**src/rtl/kbd_pkg.sv**
```systemverilog
// Shared types and helpers for the matrix keypad scanner: FSM states,
// keypad geometry and the single-key column decoder.
package kbd_pkg;

  typedef enum logic [1:0] {SCAN, DEBOUNCE, PRESSED} kbd_state_t;

  localparam int KEY_W = 4;
  localparam int ROWS  = 4;
  localparam int COLS  = 4;
  localparam int ROW_W = $clog2(ROWS);
  localparam int COL_W = $clog2(COLS);

  typedef struct packed {
    logic             hit;
    logic [COL_W-1:0] idx;
  } col_hit_t;

  // hit is set only when exactly one column is pulled low; idx is that column
  function automatic col_hit_t onehot0_low(input logic [COLS-1:0] col);
    col_hit_t    res;
    int unsigned lows;
    res  = '0;
    lows = 0;
    for (int unsigned i = 0; i < COLS; i++) begin
      if (!col[i]) begin
        lows++;
        res.idx = COL_W'(i);
      end
    end
    res.hit = (lows == 1);
    return res;
  endfunction

endpackage

```
**src/rtl/scan_tick_gen.sv**
```systemverilog
// Free-running prescaler producing a one-cycle enable every DIV clocks;
// used instead of a divided clock so all logic stays on clk.
module scan_tick_gen #(
  parameter int unsigned DIV = 50000
) (
  input  logic clk,
  input  logic rst_n,
  output logic o_tick
);

  localparam int unsigned CW = (DIV > 1) ? $clog2(DIV) : 1;

  logic [CW-1:0] r_cnt;
  logic          w_term;

  assign w_term = (r_cnt == CW'(DIV - 1));
  assign o_tick = w_term;

  always_ff @(posedge clk or negedge rst_n) begin
    if (!rst_n) begin
      r_cnt <= '0;
    end else if (w_term) begin
      r_cnt <= '0;
    end else begin
      r_cnt <= r_cnt + 1'b1;
    end
  end

endmodule

```
**src/rtl/matrix_keypad_scanner.sv**
```systemverilog
// 4x4 active-low keypad scanner: one-cold row drive, synchronized column
// sampling, per-key debounce and single press/release event reporting.
module matrix_keypad_scanner
  import kbd_pkg::*;
#(
  parameter int unsigned F_CLK          = 50000000,
  parameter int unsigned F_SCAN         = 1000,
  parameter int unsigned DEBOUNCE_SCANS = 20
) (
  input  logic             clk,
  input  logic             rst_n,
  input  logic [COLS-1:0]  col_in,
  output logic [ROWS-1:0]  row_out,
  output logic             key_valid,
  output logic [KEY_W-1:0] key_code,
  output logic             key_held,
  output logic             key_release
);

  localparam int unsigned DIV   = F_CLK / F_SCAN;
  localparam int unsigned CNT_W = $clog2(DEBOUNCE_SCANS + 1);
  localparam logic [CNT_W-1:0] DEB_MAX = CNT_W'(DEBOUNCE_SCANS);

  logic [COLS-1:0]  r_col_m;
  logic [COLS-1:0]  r_col_s;
  logic             w_tick;
  col_hit_t         w_col_hit;
  logic             w_all_high;

  kbd_state_t       r_state,       w_state_nxt;
  logic [ROW_W-1:0] r_row,         w_row_nxt;
  logic [ROW_W-1:0] w_row_adv;
  logic [KEY_W-1:0] r_cand,        w_cand_nxt;
  logic [CNT_W-1:0] r_deb_cnt,     w_deb_cnt_nxt;
  logic [CNT_W-1:0] w_deb_inc;
  logic             w_deb_done;
  logic             r_key_valid,   w_key_valid_nxt;
  logic [KEY_W-1:0] r_key_code,    w_key_code_nxt;
  logic             r_key_held,    w_key_held_nxt;
  logic             r_key_release, w_key_release_nxt;

  scan_tick_gen #(
    .DIV(DIV)
  ) u_tick (
    .clk   (clk),
    .rst_n (rst_n),
    .o_tick(w_tick)
  );

  // Columns idle high, so the synchronizer resets to all-released.
  always_ff @(posedge clk or negedge rst_n) begin
    if (!rst_n) begin
      r_col_m <= '1;
      r_col_s <= '1;
    end else begin
      r_col_m <= col_in;
      r_col_s <= r_col_m;
    end
  end

  assign w_col_hit  = onehot0_low(r_col_s);
  assign w_all_high = &r_col_s;
  assign w_row_adv  = (r_row == ROW_W'(ROWS - 1)) ? '0 : r_row + 1'b1;
  assign w_deb_inc  = (r_deb_cnt == DEB_MAX) ? r_deb_cnt : r_deb_cnt + 1'b1;
  assign w_deb_done = (w_deb_inc == DEB_MAX);

  always_comb begin
    w_state_nxt       = r_state;
    w_row_nxt         = r_row;
    w_cand_nxt        = r_cand;
    w_deb_cnt_nxt     = r_deb_cnt;
    w_key_valid_nxt   = 1'b0;
    w_key_code_nxt    = r_key_code;
    w_key_held_nxt    = r_key_held;
    w_key_release_nxt = 1'b0;

    if (w_tick) begin
      case (r_state)
        SCAN: begin
          if (w_col_hit.hit) begin
            w_cand_nxt = {r_row, w_col_hit.idx};
            if (DEBOUNCE_SCANS <= 1) begin
              w_key_code_nxt  = {r_row, w_col_hit.idx};
              w_key_valid_nxt = 1'b1;
              w_key_held_nxt  = 1'b1;
              w_deb_cnt_nxt   = '0;
              w_state_nxt     = PRESSED;
            end else begin
              w_deb_cnt_nxt = CNT_W'(1);
              w_state_nxt   = DEBOUNCE;
            end
          end else begin
            w_row_nxt = w_row_adv;
          end
        end

        DEBOUNCE: begin
          if (w_col_hit.hit && (w_col_hit.idx == r_cand[COL_W-1:0])) begin
            if (w_deb_done) begin
              w_key_code_nxt  = r_cand;
              w_key_valid_nxt = 1'b1;
              w_key_held_nxt  = 1'b1;
              w_deb_cnt_nxt   = '0;
              w_state_nxt     = PRESSED;
            end else begin
              w_deb_cnt_nxt = w_deb_inc;
            end
          end else begin
            w_deb_cnt_nxt = '0;
            w_row_nxt     = w_row_adv;
            w_state_nxt   = SCAN;
          end
        end

        PRESSED: begin
          // Any low column, including bounce, restarts the release run.
          if (w_all_high) begin
            if (w_deb_done) begin
              w_key_held_nxt    = 1'b0;
              w_key_release_nxt = 1'b1;
              w_deb_cnt_nxt     = '0;
              w_row_nxt         = w_row_adv;
              w_state_nxt       = SCAN;
            end else begin
              w_deb_cnt_nxt = w_deb_inc;
            end
          end else begin
            w_deb_cnt_nxt = '0;
          end
        end

        default: begin
          w_deb_cnt_nxt = '0;
          w_state_nxt   = SCAN;
        end
      endcase
    end
  end

  always_ff @(posedge clk or negedge rst_n) begin
    if (!rst_n) begin
      r_state       <= SCAN;
      r_row         <= '0;
      r_cand        <= '0;
      r_deb_cnt     <= '0;
      r_key_valid   <= 1'b0;
      r_key_code    <= '0;
      r_key_held    <= 1'b0;
      r_key_release <= 1'b0;
    end else begin
      r_state       <= w_state_nxt;
      r_row         <= w_row_nxt;
      r_cand        <= w_cand_nxt;
      r_deb_cnt     <= w_deb_cnt_nxt;
      r_key_valid   <= w_key_valid_nxt;
      r_key_code    <= w_key_code_nxt;
      r_key_held    <= w_key_held_nxt;
      r_key_release <= w_key_release_nxt;
    end
  end

  assign row_out     = ~(ROWS'(1) << r_row);
  assign key_valid   = r_key_valid;
  assign key_code    = r_key_code;
  assign key_held    = r_key_held;
  assign key_release = r_key_release;

endmodule
```
**config.mk**
```make
export PLATFORM = sky130hd
export DESIGN_NAME = matrix_keypad_scanner
export DESIGN_NICKNAME = d
export VERILOG_FILES = /design/src/rtl/kbd_pkg.sv /design/src/rtl/scan_tick_gen.sv /design/src/rtl/matrix_keypad_scanner.sv
export SDC_FILE = /design/constraint.sdc
export NUM_CORES = 1
export LEC_CHECK = 0
export ABC_AREA = 1
export CAP_MARGIN = 20
export CORE_MARGIN = 5
export CORE_UTILIZATION = 50
export DETAILED_ROUTE_END_ITERATION = 16
export HOLD_SLACK_MARGIN = 0.06
export MAX_ROUTING_LAYER = met4
export PLACE_DENSITY = 0.79
export SKIP_LAST_GASP = 1
export SYNTH_ARGS = -nofsm -noshare
export SYNTH_HDL_FRONTEND = slang
export SYNTH_SLANG_ARGS = --single-unit
```
**constraint.sdc**
```tcl
create_clock -name clk -period 2.3 [get_ports clk]
set_input_delay 0.345 -clock clk [delete_from_list [all_inputs] [get_ports clk]]
set_output_delay 0.345 -clock clk [all_outputs]
set_load 0.03 [all_outputs]
```
-- Word-level counts from Yosys, hierarchy flattened
Cells that the tools add are included.
- add/sub/neg operators: 6
- multipliers: 0
- divide/modulo/power cells: 0
- $lt $le $gt $ge: 0
- equal/unequal tests: 16
- shifts and indexed selects: 1
- mux-type cells: 38
- bitwise logic cells: 1
- reduce and logical (&&, ||, !) cells: 11
- operators by type and width (kind ; number):
    adder 32 x 1 -> 32 bit (second input constant) ; 3
    2-to-1 mux 32 bit ; 3
    equality test 32 x 1 -> 1 bit (second input constant) ; 1
    2-to-1 mux 5 bit ; 5
    2-to-1 mux 2 bit ; 12
    adder 16 x 1 -> 16 bit (second input constant) ; 1
    equality test 16 bit (second input constant) ; 1
    2-to-1 mux 16 bit ; 1
    case mux 5 bit (3 select lines) ; 1
    inequality test 2 bit (second input constant) ; 7
    2-to-1 mux 1 bit ; 13
    case mux 2 bit (3 select lines) ; 2
    AND reduction 6 bit ; 2
    equality test 5 bit (second input constant) ; 2
    AND reduction 4 bit ; 2
    adder 5 x 1 -> 5 bit (second input constant) ; 1
    AND reduction 5 bit ; 1
    equality test 2 bit (second input constant) ; 2
    NOT 4 bit ; 1
    left shift 1 x 2 -> 4 bit (first input constant) ; 1
    inequality test 3 bit (second input constant) ; 1
    AND reduction 3 bit ; 1
    nonzero test 3 bit ; 1
    adder 2 x 1 -> 2 bit (second input constant) ; 1
    7 further kinds ; 7
- flip-flop bits (word level): 44
- bits in latches: 0
- bits in writable memories: 0
- ROM bits: 0
- input port bits: 6
- output and inout port bits: 11
- logic and storage cells: 84
- memories: 0

-- Logic depth before layout (Yosys ltp)
- depth in word-level cells: 12
- depth in mapped cells: 17

-- By module
A second synthesis with hierarchy kept.
- cell total of the unflattened synthesis: 307
- area total of the unflattened synthesis: 2462.4 µm²
- by module, submodules not included (module ; times used ; cells an instance ; area an instance (µm²) ; seq. area each (µm²)):
    matrix_keypad_scanner ; 1 ; 186 ; 1574.0 ; 710.7
    scan_tick_gen ; 1 ; 121 ; 888.4 ; 400.4

-- Worst setup path before layout
OpenSTA, ideal clock, no wires.
- path type: register -> register
- start: register r_col_s[0]
- end: register r_state[0]
- library setup time: 0.117 ns
- data arrival time: 2.073 ns
- path slack: 0.110 ns
- cell stages (with the launch flop): 18
- path buffers: 0
- path through: dfstp_2 inv_1 ha_1 inv_1 nand2_1 nand2_1 inv_1 ha_1 nor2_1 nand2_1 o21ai_2 nand2_2 nand2_2 nand2_2 nor2_4 nand2_1 nand2_1 nand2_1
- word-level cells in the longest chain between the ends: 11
- elaborated cells on any way between the ends: 16
- ends and longest elaborated chain (item ; line ; source):
    from (decl) ; matrix_keypad_scanner.sv:25 ; logic [COLS-1:0] r_col_s;
    from (signal assigned) ; matrix_keypad_scanner.sv:57 ; r_col_s <= r_col_m;
    2-to-1 mux 1 bit ; kbd_pkg.sv:25 ; if (!col[i]) begin
    adder 32 x 1 -> 32 bit ; kbd_pkg.sv:26 ; lows++;
    2-to-1 mux 32 bit ; kbd_pkg.sv:25 ;
    adder 32 x 1 -> 32 bit ; kbd_pkg.sv:26 ;
    2-to-1 mux 32 bit ; kbd_pkg.sv:25 ;
    adder 32 x 1 -> 32 bit ; kbd_pkg.sv:26 ;
    2-to-1 mux 32 bit ; kbd_pkg.sv:25 ;
    equality test 32 x 1 -> 1 bit ; kbd_pkg.sv:30 ; res.hit = (lows == 1);
    logical AND 1 bit ; matrix_keypad_scanner.sv:98 ; if (w_col_hit.hit && (w_col_hit.idx == r_cand[COL_W-1:0])) begin
    inequality test 3 bit (no line) / 2-to-1 mux 2 bit (equally long branches) ; -- ;
    AND reduction 5 bit (no line) / case mux 2 bit (3 select lines) (equally long branches) ; -- ;
    to (signal assigned) ; matrix_keypad_scanner.sv:151 ; r_state <= w_state_nxt;
    to (decl) ; matrix_keypad_scanner.sv:30 ; kbd_state_t r_state, w_state_nxt;
Parallel ways exist; a longest one is shown, timed or not.
A chain may end at the register's enable or synchronous reset.

-- Worst setup path in the final report
- start: register r_col_s[1]
- end: register r_state[1]
- word-level cells in the longest chain between the ends: 9
- elaborated cells on any way between the ends: 18
- ends and longest elaborated chain (item ; line):
    2-to-1 mux 32 bit ; kbd_pkg.sv:25
    adder 32 x 1 -> 32 bit ; kbd_pkg.sv:26
    2-to-1 mux 32 bit ; kbd_pkg.sv:25
    adder 32 x 1 -> 32 bit ; kbd_pkg.sv:26
    2-to-1 mux 32 bit ; kbd_pkg.sv:25
    equality test 32 x 1 -> 1 bit ; kbd_pkg.sv:30
    logical AND 1 bit ; matrix_keypad_scanner.sv:98
    inequality test 3 bit (no line) / 2-to-1 mux 2 bit (equally long branches) ; --
    AND reduction 5 bit (no line) / case mux 2 bit (3 select lines) (equally long branches) ; --
Parallel ways exist; a longest one is shown, timed or not.

==> reports/qor.yml <==
clocking:
  clock-sinks: 44
  clock-root-buffer: "clkbuf_8"
  clockBufferDepth: 2
  cts_max_level: 2
  clk_latency_ns: 0.30
  cts_made_buffers: 5
  clkTransAtPathRegs_ns: 0.08
  cts_tree: "done"
logic_synthesis:
  synth-seq-area-share_pct: 46.8
  synth_nets: 313
  synth_area_sq_um: 2370
  synthCells: 296
  synth_seq_cells: 44
  synth_area_leaders: "dfrtp_1 38%, nand2_1 13%, dfstp_2 8.9%"
  yosys_warnings: 0
  synth_top_area_share_pct: 38.0
  avgSynthCellArea_sq_um: 8.01
  ys_types: 29
  yosysTopAreaCell: "dfrtp_1"
global_routing:
  grt_pass1_vias: 1848
  grt-ovfl-total: 0
  antenna_found_initial: 0
  grt_usage_pct: 15.9
  grt_start_max_net_pins: 17
  grt_pass1_wl_microns: 7700
outcome:
  status: "completed"
die:
  core-area_sq_um: 4660
  rows: 25
  start_util_pct: 50.9
  die_w_microns: 78.9
  die_area_sq_um: 6220
  die_height_microns: 78.9
  ios: 17
power_and_ir_drop:
  power.total_uw: 1470
  ir_worst_vdd_uv: 375
  powerDensity_nw_per_um2: 521
  p_leak_uw: 0.00145
routing:
  drt-total-wl_microns: 4280
  wl_per_cell_microns: 11.2
  num_vias: 1855
  via_per_inst: 4.87
  drt_iter0_markers: 71
  postRouteAntennaNets: 0
  drc: 0
  first_pass_iters: 4
sta:
  skew_ns: 0.00623
  max_slew.worst_pin.slew_ns: 0.328
  fin_crit_ns: 2.20
  fmax_mhz: 455
  period_share_pct: 95.6
  finalHoldViolations: 0
  setup_viol: 0
  drv_slew: 0
  max_slew_margin_pct: 78.2
  postLayoutSetupSlackWorst_ns: 0.102
  hold_slack_ns: 0.358
worst_setup_path:
  cp.arrival_ns: 2.39
  path_max_fanout: 3
  critPathCaptureType: "flop"
  critPathRequiredTime_ns: 2.49
  crit_type: "reg2reg"
  start_kind: "flop"
worst_hold_path:
  min_path_type: "reg2reg"
final_layout:
  antennaDiodeCount: 0
  fillCellCount: 393
  finalNetCount: 343
  layout_common_cells: "77 x nand2_1, 44 x inv_1, 36 x dfrtp_1"
  drive_gt1_share_pct: 19.0
  syn_to_final_growth_pct: 18.6
  layout_commonest_cell: "nand2_1"
placed_design:
  port_buffers: 16
  place_ws_ns: -0.0103
  place_hpwl_microns: 3170
  gp_congestion: 0.912
job:
  drv_cap: 0
synth_stat cells, drive strengths merged:
cell	count
nand2	88
inv	52
dfrtp	36
nor2	33
nand3	24
o21ai	13
ha	11
dfstp	8
nand4	7
a21oi	6
nor3	6
xor2	6
clkinv	2
nor4	1
o21a	1
or2	1
xnor2	1
worst max-delay path, cell delays in order (launching register included):
cell and delay, ns:
dfstp_2 0.56, inv_2 0.05, ha_4 0.27, inv_2 0.03, nand2_2 0.04, nand2_2 0.05
inv_2 0.06, ha_4 0.12, inv_2 0.04, nor2_4 0.11, xor2_2 0.18, nand2_2 0.12
nand2_4 0.09, nand2_4 0.06, nor2_4 0.13, nand2_2 0.07, nand2_1 0.06, nand2_1 0.05
final timing paths:
path	start	to	slack, ns	cells past startpoint
max in group asynchronous	rst_n	r_col_s[3]	1.25	3
min	r_col_m[1]	r_col_s[1]	0.36	0
max	r_col_s[1]	r_state[1]	0.10	17
min in group asynchronous	rst_n	u_tick.r_cnt[11]	0.47	2
max reg2reg	r_col_s[1]	r_state[1]	0.10	17
min reg2reg	r_col_m[1]	r_col_s[1]	0.36	0
sequential cells by signal, indices dropped and copies added (netlist names):
signal	cells
u_tick.r_cnt	16
key_code	4
key_valid	1
r_state	2
r_deb_cnt	5
key_release	1
key_held	1
r_cand	4
r_row	2
r_col_m	4
r_col_s	4
through the flow:
step	std cells	cell area (sq um)	setup TNS [ns]	util, %
after floorplan	296	2370	0	-
after global placement	369	2620	0	56.2
after detailed placement	369	2620	-0.0200	56.2
after CTS	379	2750	0	58.9
after global routing	381	2810	-0.0481	60.3
final	381	2810	0	60.3
power breakdown:
group          internal [uW]  switching, uW  total, uW
sequential               786           6.27        792
clock                    322            261        584
combinational           38.5           52.1       90.7
kinds of logic after synthesis:
kind of cell | Yosys count | share of synthesized area (%)
flip-flops | 44 | 46.8
AND/OR/NAND/NOR | 160 | 31.2
adder cells (fa/ha/maj) | 11 | 5.80
AO/OA/AOI/OAI | 20 | 4.64
buffers and inverters | 54 | 8.65
XOR/XNOR | 7 | 2.90
cell type report:
| class | instances | area [sq um] | area share, % |
|---|---|---|---|
| sequential | 44 | 1110 | 39.5 |
| inverter | 54 | 205 | 7.30 |
| clock inverter | 2 | 35.0 | 1.25 |
| timing repair buffer | 23 | 210 | 7.47 |
| multi-input combinational | 198 | 1110 | 39.5 |
| clock buffer | 6 | 72.6 | 2.58 |
| tap | 54 | 67.6 | 2.40 |
timing repair:
| item | CTS | global route |
|---|---|---|
| resized for setup | 1 | 16 |
| gates cloned | 0 | 0 |
| pin swaps | 1 | 10 |
| setup endpoints to repair | 3 | 19 |
| hold endpoints to repair | 11 | 0 |
| buffers inserted | 1 | 2 |
| hold buffers | 1 | 0 |
per-layer routing:
metal	vias to the layer above	GRT usage (%)	routed length, microns	share of wire, %
met5	-	-	0	0
li1	970	-	-	-
met1	849	18.1	1950	46
met4	0	6.19	85	2.0
met3	9	3.97	120	2.8
met2	27	27.1	2120	50
No activity file was read; power rests on OpenSTA's default activity.
